==> config.mk <==
export PLATFORM = sky130hd
export DESIGN_NAME = garage_input_conditioner_flat
export DESIGN_NICKNAME = d
export VERILOG_FILES = /design/src/rtl/garage_input_conditioner_if.sv /design/src/rtl/garage_input_conditioner.sv /design/src/flat_wrapper.sv
export SDC_FILE = /design/constraint.sdc
export NUM_CORES = 1
export LEC_CHECK = 0
export ABC_AREA = 1
export CELL_PAD_IN_SITES_DETAIL_PLACEMENT = 0
export CELL_PAD_IN_SITES_GLOBAL_PLACEMENT = 2
export CORE_MARGIN = 10
export CORE_UTILIZATION = 36
export CTS_CLUSTER_SIZE = 16
export DETAILED_ROUTE_END_ITERATION = 10
export GPL_ROUTABILITY_DRIVEN = 0
export PLACE_DENSITY = 0.79
export SLEW_MARGIN = 40
export SYNTH_ARGS = -nofsm -noshare
export SYNTH_HDL_FRONTEND = slang
export SYNTH_SLANG_ARGS = --single-unit
==> constraint.sdc <==
create_clock -name CLK -period 1.9 [get_ports CLK]
set_clock_uncertainty 0.1 [all_clocks]
set_input_delay 0.38 -clock CLK [delete_from_list [all_inputs] [get_ports CLK]]
set_output_delay 0.38 -clock CLK [all_outputs]
set_load 0.03 [all_outputs]
==> src/rtl/garage_input_conditioner_if.sv <==
// Signal bundle between the raw garage inputs and the conditioned controller inputs.
// The slave side is the conditioner; the master side drives raws and observes results.
interface garage_input_conditioner_if;
  logic Btn_Raw;
  logic Up_Sw_Raw;
  logic Dn_Sw_Raw;
  logic Activate;
  logic UP_Max;
  logic DN_Max;
  logic Sw_Fault;

  modport slave (
    input  Btn_Raw, Up_Sw_Raw, Dn_Sw_Raw,
    output Activate, UP_Max, DN_Max, Sw_Fault
  );

  modport master (
    output Btn_Raw, Up_Sw_Raw, Dn_Sw_Raw,
    input  Activate, UP_Max, DN_Max, Sw_Fault
  );
endinterface

==> src/rtl/garage_input_conditioner.sv <==
// Synchronises and debounces the push-button and both door limit switches, then turns
// each accepted button press into a single-cycle Activate pulse for the door controller.
module garage_input_conditioner #(
  parameter int DB_CYCLES = 16,
  parameter int CNT_W     = 5
) (
  input logic                    CLK,
  input logic                    RST,
  garage_input_conditioner_if.slave bus
);

  typedef enum logic {
    RELEASED = 1'b0,
    PRESSED  = 1'b1
  } btn_state_t;

  localparam int BTN = 0;
  localparam int UP  = 1;
  localparam int DN  = 2;
  localparam logic [CNT_W-1:0] CNT_MAX = CNT_W'(DB_CYCLES - 1);

  logic [2:0]       raw;
  logic [2:0]       sync_q;
  logic [2:0]       stable_q;
  logic [CNT_W-1:0] cnt_q [3];

  btn_state_t state_q;
  btn_state_t state_d;
  logic       activate_d;
  logic       activate_q;
  logic       fault_level;
  logic       fault_q;

  assign raw = {bus.Dn_Sw_Raw, bus.Up_Sw_Raw, bus.Btn_Raw};

  // The debounce registers form the second synchroniser stage, so counting starts
  // one edge after capture and an accepted level appears DB_CYCLES edges later.
  always_ff @(posedge CLK or negedge RST) begin
    if (!RST) begin
      sync_q   <= '0;
      stable_q <= '0;
      for (int i = 0; i < 3; i++) cnt_q[i] <= '0;
    end else begin
      sync_q <= raw;
      for (int i = 0; i < 3; i++) begin
        if (sync_q[i] == stable_q[i]) begin
          cnt_q[i] <= '0;
        end else if (cnt_q[i] == CNT_MAX) begin
          stable_q[i] <= sync_q[i];
          cnt_q[i]    <= '0;
        end else begin
          cnt_q[i] <= cnt_q[i] + 1'b1;
        end
      end
    end
  end

  assign fault_level = stable_q[UP] & stable_q[DN];

  always_ff @(posedge CLK or negedge RST) begin
    if (!RST) begin
      state_q    <= RELEASED;
      activate_q <= 1'b0;
      fault_q    <= 1'b0;
    end else begin
      state_q    <= state_d;
      activate_q <= activate_d;
      fault_q    <= fault_level;
    end
  end

  // A press during a limit fault still moves to PRESSED, so it is swallowed rather than deferred.
  always_comb begin
    state_d = state_q;
    case (state_q)
      RELEASED: if (stable_q[BTN])  state_d = PRESSED;
      PRESSED:  if (!stable_q[BTN]) state_d = RELEASED;
      default:  state_d = RELEASED;
    endcase
  end

  always_comb begin
    activate_d = 1'b0;
    if (state_q == RELEASED && stable_q[BTN] && !fault_level) activate_d = 1'b1;
  end

  assign bus.Activate = activate_q;
  assign bus.UP_Max   = stable_q[UP];
  assign bus.DN_Max   = stable_q[DN];
  assign bus.Sw_Fault = fault_q;

endmodule

==> src/flat_wrapper.sv <==
// flat-port wrapper written by rule: the top's interface ports become plain ports
module garage_input_conditioner_flat 
#(
  parameter int DB_CYCLES = 16,
  parameter int CNT_W     = 5
)
  (CLK, RST, bus_Btn_Raw, bus_Up_Sw_Raw, bus_Dn_Sw_Raw, bus_Activate, bus_UP_Max, bus_DN_Max, bus_Sw_Fault);
  garage_input_conditioner_if bus_i ();
  input logic CLK;
  input logic RST;
  input wire logic [$bits(bus_i.Btn_Raw)-1:0] bus_Btn_Raw;
  input wire logic [$bits(bus_i.Up_Sw_Raw)-1:0] bus_Up_Sw_Raw;
  input wire logic [$bits(bus_i.Dn_Sw_Raw)-1:0] bus_Dn_Sw_Raw;
  output wire logic [$bits(bus_i.Activate)-1:0] bus_Activate;
  output wire logic [$bits(bus_i.UP_Max)-1:0] bus_UP_Max;
  output wire logic [$bits(bus_i.DN_Max)-1:0] bus_DN_Max;
  output wire logic [$bits(bus_i.Sw_Fault)-1:0] bus_Sw_Fault;
  assign bus_i.Btn_Raw = bus_Btn_Raw;
  assign bus_i.Up_Sw_Raw = bus_Up_Sw_Raw;
  assign bus_i.Dn_Sw_Raw = bus_Dn_Sw_Raw;
  assign bus_Activate = bus_i.Activate;
  assign bus_UP_Max = bus_i.UP_Max;
  assign bus_DN_Max = bus_i.DN_Max;
  assign bus_Sw_Fault = bus_i.Sw_Fault;
  garage_input_conditioner #(.DB_CYCLES(DB_CYCLES), .CNT_W(CNT_W)) u_core (.CLK(CLK), .RST(RST), .bus(bus_i));
endmodule
# After elaboration in Yosys (flattened, before gate mapping)
# Index checks and enable logic that the tools add are counted.
dict set report word_totals {
  register_bits 24
  inputBits 5
  out_inout_bits 4
  elab_cells 38
}
dict set report op_classes {
  addsub 3
  eq_ne 6
  n_mux 8
  bitwise_logic 5
  reduce_logical 6
}
# op count
set ops {}
lappend ops {{two-way mux 5 bit} 6}
lappend ops {{adder 5 x 1 -> 5 bit (second input constant)} 3}
lappend ops {{equality test 5 x 4 -> 1 bit (second input constant)} 3}
lappend ops {{AND reduction 2 bit} 3}
lappend ops {{NOT 1 bit} 4}
lappend ops {{equality test 1 bit} 3}
lappend ops {{logical AND 1 bit} 2}
lappend ops {{two-way mux 1 bit} 2}
lappend ops {{bitwise AND 1 bit} 1}
lappend ops {{logical NOT 1 bit} 1}

# Logic depth before layout (Yosys ltp)
# Gate-level depths: netlist (run 1).
dict set report logic_depth {
  depth_word 4
  ltp_mapped 5
}

# Least setup slack after synthesis (run 1)
# Ideal clock, no wire load.
dict set report synth_timing {
  path_kind {flip-flop to flip-flop}
  start {register u_core.stable_q[1]}
  end {register u_core.cnt_q[6] (netlist bit)}
  setup_ns 0.071
  t_arrival_ns 0.895
  required_ns 1.729
  setup_slack_ns 0.833
  stages_incl_launch_ff 5
  path_buffers 0
  period_less_slack_ns 1.067
  cell_sequence {dfrtp_1 nor2_1 nor2_2 inv_1 nor2_1}
}
dict set report synth_via {
  elab_chain_cells 2
}
# element line
set synth_lines {}
lappend synth_lines {{start, declared} garage_input_conditioner.sv:24} ;# logic [2:0] stable_q;
lappend synth_lines {{start signal, assigned by index} garage_input_conditioner.sv:49} ;# stable_q[i] <= sync_q[i];
lappend synth_lines {{equality test 1 bit} garage_input_conditioner.sv:46} ;# if (sync_q[i] == stable_q[i]) begin
lappend synth_lines {{two-way mux 5 bit} garage_input_conditioner.sv:46}
lappend synth_lines {{end signal, assigned by index} garage_input_conditioner.sv:52} ;# cnt_q[i] <= cnt_q[i] + 1'b1;
lappend synth_lines {{end, declared} garage_input_conditioner.sv:25} ;# logic [CNT_W-1:0] cnt_q [3];
# No other way between the ends.
# A chain may end at the register's enable or synchronous reset.

# Final worst setup path (run 1)
dict set report layout_timing {
  start {register u_core.activate_q (netlist: u_core.bus.Activate)}
  end {output port bus_Activate}
}
# element line
set layout_lines {}
lappend layout_lines {{start, declared} garage_input_conditioner.sv:30} ;# logic activate_q;
lappend layout_lines {{start signal, assigned} garage_input_conditioner.sv:67} ;# activate_q <= activate_d;
lappend layout_lines {{end, declared} flat_wrapper.sv:14} ;# output wire logic [$bits(bus_i.Activate)-1:0] bus_Activate;
# No word-level cell between the ends.

==> results of run 1 <==
cell type report:
type | instances | area, um2 | share of cell area, %
Sequential cell | 24 | 600.6 | 52.29
Inverter | 15 | 56.30 | 4.902
Timing Repair Buffer | 9 | 85.08 | 7.407
Clock buffer | 4 | 36.28 | 3.159
Tap cell | 30 | 37.54 | 3.268
Multi-Input combinational cell | 70 | 332.8 | 28.98
how the worst max path moves through the flow:
stage          slack, ns  cells past startpoint                   endpoint
5_1_grt             0.04                      1               bus_Activate
3_3_place_gp        0.34                      1                 bus_DN_Max
6_report             0.1                      1               bus_Activate
4_1_cts             0.06                      1               bus_Activate
3_5_place_dp        0.31                      1                 bus_UP_Max
2_1_floorplan       0.83                      4  u_core.cnt_q[6]$_DFF_PN0_
Yosys cell counts, drive strengths merged:
cell | n | area [um2]
nand2 | 29 | 108.9
dfrtp | 24 | 600.6
nor2 | 22 | 87.58
inv | 15 | 56.30
nand3 | 6 | 30.03
nand4 | 6 | 37.54
ha | 3 | 37.54
xnor2 | 3 | 26.28
nor3 | 1 | 5.000
sequential cells by signal, indices dropped and copies added (netlist names):
name                 cells
u_core.cnt_q            15
u_core.stable_q          3
u_core.sync_q            3
u_core.bus.Activate      1
u_core.bus.Sw_Fault      1
u_core.state_q           1
logic make-up after synthesis:
kind of cell	count (synthesis)	share of synthesized area [%]
AND/OR/NAND/NOR	64	27.18
flip-flops	24	60.68
buffers and inverters	15	5.689
XOR/XNOR	3	2.655
adder cells (fa/ha/maj)	3	3.793
power groups by stage:
stage	registers, W	clock network, W	logic, W
2_1_floorplan	0.000554	0	0.0000349
3_3_place_gp	0.000557	0	0.0000605
3_5_place_dp	0.000558	0	0.0000608
4_1_cts	0.000548	0.000278	0.0000614
5_1_grt	0.000552	0.000298	0.0000691
6_report	0.000548	0.000258	0.0000590
stage by stage:
step,utilization (%),instance area (um2),total power [W]
finish,45.13,1149,0.0008649
global route,45.13,1149,0.0009192
CTS,45.13,1149,0.0008876
detailed placement,43.81,1115,0.0006186
global placement,43.81,1115,0.0006177
floorplan,-,989.7,0.0005890
per-layer routing:
metal | vias to the layer above | track usage, %
met2 | 3 | 12.73
li1 | 363 | -
met5 | - | 0
met4 | 0 | 2.532
met3 | 2 | 1.633
met1 | 332 | 7.692
==> summary.txt, run 1 <==
Setup path
  • Element type at the critical path start: register
  • Launch instance of the worst register-to-register path: u_core.cnt_q[0]$_DFF_PN0_
  • Destination of the worst register-to-register timing path: u_core.cnt_q[0]$_DFF_PN0_
  • Largest fanout on the critical path: 1
  • Cell breakdown of the critical path: clkdlybuf4s50_1
  • CP peak stage delay: 0.67 ns
  • Crit path buffers/inverters: 1
  • Kind of cell adding the most delay to the critical path: buffers and inverters
  • Critical Path Start: u_core.bus.Activate$_DFF_PN0_
  • Worst Path Required: around 1.4 ns
  • Crit path max-delay cell type: sky130_fd_sc_hd__clkdlybuf4s50_1
  • Critical path start-end classification: reg2out
  • Critical Path End Type: primary output
  • Critical path data arrival time: 1.32 ns
  • Worst reg2reg path depth: 4
  • Internal reg-to-reg setup slack: 0.73 ns

Global route
  • Number of global-route vias before repair: 758
  • Initial antenna violation count: 0
  • Wire length of the first global-routing pass: 3056 um
  • Largest net degree at the start of global routing: 25
  • GRT overflow: 0
  • All-layer global routing usage: ~7.0%

Power and ir drop
  • Part of the power in combinational logic: 6.8%
  • Internal power: slightly below 0.0007 W
  • Register share of total power: between 60% and 70%
  • Switching power as a share of total power: 22.15%
  • Peak ir drop on the vdd network: roughly 0.00042 V
  • Leakage dissipation: roughly 0.6 nW
  • Power Dens Cells: 753.0 nW/um2
  • Clock share of power: 29.8%
  • Net load switching power: 0.0001916 W

CTS
  • H-tree levels: 1
  • Clock latency on the worst-skew pair: around 0.30 ns
  • Maximum clock path buffer count: 2
  • Post CTS Setup Buffer Count: 0
  • Count of cells resized by post-cts repair: 2
  • TritonCTS Buffers: 3
  • Count of clock tree sinks: 24
  • TritonCTS clock tree: done
  • CTS Hold Bufs: 0
  • Clock transition at the registers of the reported paths: between 0.1 and 0.15 ns
  • Clk root buf: sky130_fd_sc_hd__clkbuf_4

Timing
  • Max_slew headroom: 78.62%
  • Worst slew pin tran: 0.3197 ns
  • Final worst path period need: ~1.8 ns
  • Max-slew violations: 0
  • Sum of negative setup slack: 0 ns
  • Worst hold slack: between 0.3 and 0.4 ns
  • Final Setup Violations: 0
  • Endpoints failing hold: 0
  • Highest clock frequency the design can meet: 554.5 MHz
  • Final WS setup: 0.09662 ns
  • Final period util: between 90% and 100%
  • Setup repair after global routing missed its margin: no

Synthesis
  • Number of warnings issued by yosys: 0
  • Area of the mapped netlist: 989.7 um2
  • Total nets after synthesis: 117
  • Synth cell types: 10
  • FF+latch count, synth: 24
  • Synth Instances: 109
  • Syn avg cell area: 9.080 um2
  • Register area share after synthesis: 60.68%

Cells and area
  • Growth of design area from synthesis to finish: 16.06%
  • Share of post-route cells with drive strength above 1: 5.738%
  • Post-route non-filler standard cell count: 152
  • Most common library cell in the layout ignoring fill and taps: sky130_fd_sc_hd__nand2_1
  • Number of nets in the layout: about 130
  • Total of fill cells in the finished design: 259
  • Most used cells in the layout excluding fill and tap cells: sky130_fd_sc_hd__nand2_1 (29), sky130_fd_sc_hd__dfrtp_1 (24), sky130_fd_sc_hd__nor2_1 (20)
  • Antenna cells: 0

Min path
  • Worst min-delay path startpoint: u_core.state_q$_DFF_PN0_
  • Class of the tightest hold or removal check: reg2reg
  • Endpoint with the worst hold slack: u_core.bus.Activate$_DFF_PN0_
  • Worst hold path stage count: 1

Routing
  • Met3 layer wire length in the routed design: 32 um
  • Routed WL: 1612 um
  • First-iteration detailed-routing DRC count: 27
  • Vias per Instance: ~4.6
  • Total number of vias: 700
  • WL met1: 671 um
  • Length of the first detailed-routing pass in iterations: 2
  • Highest routed metal layer: met4
  • Remaining design rule violation count: 0
  • Detail Route met2 WL: 896 um
  • Post-DR wirelength/cell: between 10 and 15 um
  • Antenna-violating nets left: 0

Placement
  • Placed instance count: 148
  • Post-Place Setup Slack: 0.3102 ns
  • Port Buffer Count: 8
  • Estimated wirelength of the detail-placed design: 1277 um

Floorplan
  • Area inside the core boundary: ~2500 um2
  • DIE AREA: between 5000 and 6000 um2
  • Row cnt: 18
  • Initial core utilization: between 30% and 40%
  • Floorplan die height: 72.43 um
  • Top-level port count: 9
  • Die boundary width: a little over 70 um

Job
  • Reported max-cap violation count: 0

Status
  • Result of the run: complete, no violations
Power figures use the tool's default switching activity.
==> run 2: changes to the inputs <==
--- a/config.mk
+++ b/config.mk
@@ -6,6 +6,7 @@
 export NUM_CORES = 1
 export LEC_CHECK = 0
 export ABC_AREA = 1
+export CAP_MARGIN = 15
 export CELL_PAD_IN_SITES_DETAIL_PLACEMENT = 0
 export CELL_PAD_IN_SITES_GLOBAL_PLACEMENT = 2
 export CORE_MARGIN = 10
==> results of run 2 <==
Same layout as run 1: the final DEF is identical, and so are final timing and power.
